<file path="src/rtl/key_schedule_ctrl_if.sv">
// Bus between the AES-128 key-schedule controller, its external round-key
// datapath and the cipher cores that read round keys back.
interface key_schedule_ctrl_if #(
  parameter int RK_AW = 4
);
  logic             start;
  logic [127:0]     key_in;
  logic             ready;
  logic             done;
  logic             keys_valid;
  logic [127:0]     xp_key;
  logic [RK_AW-1:0] xp_count;
  logic [127:0]     xp_key_out;
  logic [RK_AW-1:0] rk_addr;
  logic [127:0]     rk_data;

  // Controller side
  modport slave (
    input  start, key_in, xp_key_out, rk_addr,
    output ready, done, keys_valid, xp_key, xp_count, rk_data
  );

  // Requester / datapath / consumer side
  modport master (
    output start, key_in, xp_key_out, rk_addr,
    input  ready, done, keys_valid, xp_key, xp_count, rk_data
  );
endinterface

</file>
<file path="src/rtl/key_schedule_ctrl.sv">
// AES-128 key-schedule sequencer: walks the combinational round-key datapath
// through NR rounds, one per clock, and stores rk0..rkNR in a local register
// file exposed through a registered read port.
module key_schedule_ctrl #(
  parameter int NR    = 10,
  parameter int RK_AW = 4
) (
  input  logic                 clk,
  input  logic                 rst,
  key_schedule_ctrl_if.slave   bus
);

  typedef enum logic {S_IDLE, S_EXPAND} state_t;

  state_t           state_q, state_d;
  logic [RK_AW-1:0] xp_count_q, xp_count_d;
  logic [127:0]     xp_key_q, xp_key_d;
  logic             keys_valid_q, keys_valid_d;
  logic             done_q, done_d;
  logic [127:0]     rk_q [0:NR];
  logic [127:0]     rk_data_q;

  logic             rk_we;
  logic [RK_AW-1:0] rk_wa;
  logic [127:0]     rk_wd;

  // State and control registers
  always_ff @(posedge clk) begin
    if (rst) begin
      state_q      <= S_IDLE;
      xp_count_q   <= '0;
      xp_key_q     <= '0;
      keys_valid_q <= 1'b0;
      done_q       <= 1'b0;
    end else begin
      state_q      <= state_d;
      xp_count_q   <= xp_count_d;
      xp_key_q     <= xp_key_d;
      keys_valid_q <= keys_valid_d;
      done_q       <= done_d;
    end
  end

  // Next-state logic; also selects which round-key entry is written this cycle
  always_comb begin
    state_d      = state_q;
    xp_count_d   = xp_count_q;
    xp_key_d     = xp_key_q;
    keys_valid_d = keys_valid_q;
    done_d       = 1'b0;
    rk_we        = 1'b0;
    rk_wa        = '0;
    rk_wd        = '0;
    case (state_q)
      S_IDLE: begin
        if (bus.start) begin
          rk_we        = 1'b1;
          rk_wa        = '0;
          rk_wd        = bus.key_in;
          xp_key_d     = bus.key_in;
          xp_count_d   = '0;
          keys_valid_d = 1'b0;
          state_d      = S_EXPAND;
        end
      end
      S_EXPAND: begin
        rk_we    = 1'b1;
        rk_wa    = xp_count_q + RK_AW'(1);
        rk_wd    = bus.xp_key_out;
        xp_key_d = bus.xp_key_out;
        if (xp_count_q == RK_AW'(NR - 1)) begin
          // Count stays at NR-1 so it never wraps past the last Rcon
          done_d       = 1'b1;
          keys_valid_d = 1'b1;
          state_d      = S_IDLE;
        end else begin
          xp_count_d = xp_count_q + RK_AW'(1);
        end
      end
      default: state_d = S_IDLE;
    endcase
  end

  // Round-key file; reset wipes every entry so an aborted run leaves no key material
  always_ff @(posedge clk) begin
    if (rst) begin
      for (int i = 0; i <= NR; i++) rk_q[i] <= '0;
    end else if (rk_we) begin
      rk_q[rk_wa] <= rk_wd;
    end
  end

  // Registered read port; same-edge read of an entry being written sees the old value
  always_ff @(posedge clk) begin
    if (rst) begin
      rk_data_q <= '0;
    end else if (bus.rk_addr <= RK_AW'(NR)) begin
      rk_data_q <= rk_q[bus.rk_addr];
    end else begin
      rk_data_q <= '0;
    end
  end

  assign bus.ready      = (state_q == S_IDLE);
  assign bus.done       = done_q;
  assign bus.keys_valid = keys_valid_q;
  assign bus.xp_key     = xp_key_q;
  assign bus.xp_count   = xp_count_q;
  assign bus.rk_data    = rk_data_q;

endmodule

</file>
<file path="src/flat_wrapper.sv">
// flat-port wrapper written by rule: the top's interface ports become plain ports
module key_schedule_ctrl_flat 
#(
  parameter int NR    = 10,
  parameter int RK_AW = 4
)
  (clk, rst, bus_start, bus_key_in, bus_xp_key_out, bus_rk_addr, bus_ready, bus_done, bus_keys_valid, bus_xp_key, bus_xp_count, bus_rk_data);
  key_schedule_ctrl_if #(.RK_AW(RK_AW)) bus_i ();
  input  logic clk;
  input  logic rst;
  input wire logic [$bits(bus_i.start)-1:0] bus_start;
  input wire logic [$bits(bus_i.key_in)-1:0] bus_key_in;
  input wire logic [$bits(bus_i.xp_key_out)-1:0] bus_xp_key_out;
  input wire logic [$bits(bus_i.rk_addr)-1:0] bus_rk_addr;
  output wire logic [$bits(bus_i.ready)-1:0] bus_ready;
  output wire logic [$bits(bus_i.done)-1:0] bus_done;
  output wire logic [$bits(bus_i.keys_valid)-1:0] bus_keys_valid;
  output wire logic [$bits(bus_i.xp_key)-1:0] bus_xp_key;
  output wire logic [$bits(bus_i.xp_count)-1:0] bus_xp_count;
  output wire logic [$bits(bus_i.rk_data)-1:0] bus_rk_data;
  assign bus_i.start = bus_start;
  assign bus_i.key_in = bus_key_in;
  assign bus_i.xp_key_out = bus_xp_key_out;
  assign bus_i.rk_addr = bus_rk_addr;
  assign bus_ready = bus_i.ready;
  assign bus_done = bus_i.done;
  assign bus_keys_valid = bus_i.keys_valid;
  assign bus_xp_key = bus_i.xp_key;
  assign bus_xp_count = bus_i.xp_count;
  assign bus_rk_data = bus_i.rk_data;
  key_schedule_ctrl #(.NR(NR), .RK_AW(RK_AW)) u_core (.clk(clk), .rst(rst), .bus(bus_i));
endmodule
</file>
<file path="config.mk">
export PLATFORM = sky130hd
export DESIGN_NAME = key_schedule_ctrl_flat
export DESIGN_NICKNAME = d
export VERILOG_FILES = /design/src/rtl/key_schedule_ctrl_if.sv /design/src/rtl/key_schedule_ctrl.sv /design/src/flat_wrapper.sv
export SDC_FILE = /design/constraint.sdc
export NUM_CORES = 2
export LEC_CHECK = 0
export ABC_AREA = 1
export ABC_CLOCK_PERIOD_IN_PS = 13600
export BUFFER_PORTS_ARGS = -buffer_cell sky130_fd_sc_hd__clkbuf_2
export CAP_MARGIN = 30
export CORE_MARGIN = 8
export CORE_UTILIZATION = 35
export CTS_BUF_LIST = sky130_fd_sc_hd__clkbuf_8
export DETAILED_ROUTE_END_ITERATION = 10
export SETUP_SLACK_MARGIN = 0.02
export SLEW_MARGIN = 0
export SYNTH_ARGS = -nofsm -noshare
export SYNTH_HDL_FRONTEND = slang
export SYNTH_SLANG_ARGS = --single-unit
export TNS_END_PERCENT = 50
</file>
<file path="constraint.sdc">
create_clock -name clk -period 13.6 [get_ports clk]
set_input_delay 0.68 -clock clk [delete_from_list [all_inputs] [get_ports clk]]
set_output_delay 0.68 -clock clk [all_outputs]
set_load 0.005 [all_outputs]
</file>
==> run metrics <==
Min-Delay Endpoint=u_core.bus.xp_key[103]; fin nets=10900; std cell rows=around 200; GRT Total Usage=0.206; CP Class=in -> reg; Placer Congestion=0.757; GRT Residual Overflow=0; total wire length=about 320000 microns; Die Width=547 microns; fin cells=14800; Worst path top cell family by delay=buffers and inverters; Buf+Inv Stages, Crit Path=8; hold path depth=3; Yosys top cell area share=0.585; crit path time final=5.89 ns; pin count of the biggest net entering global routing=245; layout cells sized above 1=0.118; DRC errors left=0; Setup TNS Final=0 ns; Async S/R FF share, synth=0; Die H=547 microns; final setup fails=0; CP Cell Sequence=dlygate4sd3_1 -> buf_4 -> buf_4 -> inv_8 -> nand3_2 -> buf_4 -> inv_2 -> nor2_1 -> nand2_4 -> nand2_4 -> buf_4 -> buf_4; vias per inst=4.95; clock sink count=2311; Crit. End Element=flop; Area contributors post-synth=edfxtp_1, nor2_1, dfxtp_1; Syn Inst Count=10300; Clk Latency, worst-skew pair=1.06 ns; Tcrit/Tclk final=0.433; Max-Cap Viols=0; post-DP HPWL=between 150000 and 200000 microns; synth warn=0; vias in the first global route=70900; Area Overhead vs Synth=14.4%; Slew @ Worst Pin=between 1 and 1.5 ns; min-delay src=bus_xp_key_out[103]; Reg-to-Reg End=u_core.rk_q[1][62]; routed len/inst=21.7 microns; relative slew slack=0.184; reg2reg start=u_core.state_q; worst hold path class=in -> reg; Routed Antenna Nets=0; Starting Density=0.351; most frequent cells after synthesis=nor2_1, edfxtp_1, nand2_1; Critical Path AT=around 6.5 ns; r2r setup slk=around 8.5 ns; LEAKAGE=roughly 45 nW; I/O pin count=526; number of synthesized flops with an enable pin=1920; most frequent cell after synthesis=nor2_1; first-pass GRT wire length=between 400000 and 500000 microns; Seq/Total Area, Yosys=0.665; Yosys reg bits=2311; R2R depth=10; H-tree depth=5; RSZ-0062 raised after global routing=no; crit start category=input pin; Avg Inst Size Synth=9.61 sq um; cell taking the most area after synthesis=edfxtp_1; IO Port Bufs=525; Core Region=281000 sq um; max-slew violation count=0; Clock Path Buffers=4; Mapped Area=98500 sq um; CP max stage delay=0.70 ns; Worst VDD drop=0.0702 mV; initial antenna violation count=11; Slowest-stage cell, CP=buf_4; Most common cell on crit path=buf_4; Die Footprint=299000 sq um; placed instance count=13900; Vias=73200; TritonCTS clock tree=built; post-CTS setup buffer count=0; Top FF cell, synth=edfxtp_1; status=finished clean; Initial DRC Count=6934; CP Data Required Time=14.22 ns; CTS Buf Count=397; skew final=around 0.085 ns; pwr dens=138 nW/um^2; post-synth cell types=27; fmax=0.170 GHz; Worst-path clk slew=0.06 ns; final-report hold violation count=0; drt pass-1 iters=5; crit path max fanout=64; CTS Root Cell=clkbuf_8; Mapped Nets=10500
[sequential cells by signal, indices dropped and copies added, names as in the netlist]
register / count
u_core.bus.xp_key: 128
u_core.state_q: 1
u_core.rk_q: 2048
u_core.bus.rk_data: 128
u_core.bus.keys_valid: 1
u_core.bus.xp_count: 4
u_core.bus.done: 1
[worst min-delay path, stage by stage]
cell      delay, ns
clkbuf_2       0.07
a22oi_1        0.21
a21oi_1        0.18
[cell families (layout without fill, tap and decap cells)]
| kind of cell | Yosys count | after routing | share of synthesized area |
|---|---|---|---|
| flops | 2311 | 2311 | 0.665 |
| other cells | 0 | 3 | 0 |
| compound gates | 1247 | 1247 | 0.0645 |
| buf+inv | 1303 | 2072 | 0.0585 |
| simple gates | 5393 | 5393 | 0.212 |
| fa+ha+maj | 2 | 2 | 0.000254 |
[power breakdown]
group          total (mW)  switching, mW  internal [mW]  leakage [nW]
logic                1.31          0.972          0.333          18.4
registers            8.01         0.0806           7.93          22.3
clock network        6.27           3.00           3.28          4.66
total                15.6           4.05           11.5          45.4
[layer usage]
metal | vias to the layer above | global-route usage | part of all wire
met3 | 548 | 0.0294 | 0.068
met4 | 0 | 0.0726 | 0.033
met1 | 35300 | 0.271 | 0.42
met5 | - | 0 | 0
met2 | 2877 | 0.348 | 0.48
li1 | 34500 | - | -
[worst max path at each step]
| stage | start | to | slack, ns | depth (start not counted) |
|---|---|---|---|---|
| detailed placement | rst | u_core.rk_q[1][80] | 7.21 | 11 |
| global route | rst | u_core.rk_q[1][62] | 7.52 | 12 |
| finish | rst | u_core.rk_q[1][62] | 7.71 | 12 |
| floorplan | rst | u_core.rk_q[12][0] | 3.05 | 3 |
| CTS | rst | u_core.rk_q[1][62] | 7.80 | 12 |
| global placement | rst | u_core.rk_q[1][80] | 7.27 | 11 |
[timing repair]
action / CTS / global route
endpoints found under the hold margin: 47 / 0
endpoints found under the setup margin: 0 / 0
hold buffers: 107 / 0
resized for setup: 0 / 0
[per-stage QoR]
step	utilization	hold slack [ns]	cell area (sq um)	setup slack, ns	power (mW)
finish	0.401	0.128	113000	7.71	15.6
floorplan	-	0.460	98500	3.05	8.91
global route	0.401	0.101	113000	7.52	16.2
CTS	0.401	0.00318	113000	7.80	15.7
detailed placement	0.369	0.454	104000	7.21	9.44
global placement	0.369	0.452	104000	7.27	9.42
[cells in the final DEF, fill, tap and decap left out, types with 2 or more instances in the layout]
| cell | instances |
|---|---|
| a21oi_1 | 174 |
| a22oi_1 | 43 |
| buf_12 | 12 |
| buf_16 | 4 |
| buf_4 | 134 |
| buf_8 | 2 |
| bufinv_16 | 12 |
| clkbuf_2 | 521 |
| clkbuf_8 | 449 |
| clkinv_1 | 56 |
| clkinv_2 | 41 |
| clkinv_8 | 4 |
| clkinvlp_4 | 4 |
| dfxtp_1 | 390 |
| diode_2 | 3 |
| dlygate4sd3_1 | 107 |
| edfxtp_1 | 1920 |
| ha_1 | 2 |
| inv_1 | 648 |
| inv_12 | 9 |
| inv_2 | 53 |
| inv_6 | 7 |
| inv_8 | 8 |
| nand2_1 | 1761 |
| nand2_2 | 2 |
| nand2_4 | 17 |
| nand3_1 | 473 |
| nand3_4 | 2 |
| nand4_1 | 19 |
| nor2_1 | 3106 |
| nor2_4 | 7 |
| nor3_2 | 2 |
| o21ai_0 | 730 |
| o21ai_1 | 299 |
[final cells by class]
cell class | count | area (sq um)
Antenna cell | 3 | 7.51
Multi-Input combinational cell | 6642 | 27500
Sequential cell | 2311 | 65500
Inverter | 549 | 2100
Clock buffer | 449 | 6180
Timing Repair Buffer | 781 | 5080
Fill cell | 27500 | 168000
Tap cell | 3743 | 4680
Clock inverter | 293 | 1700
Power figures use the tool's default switching activity.
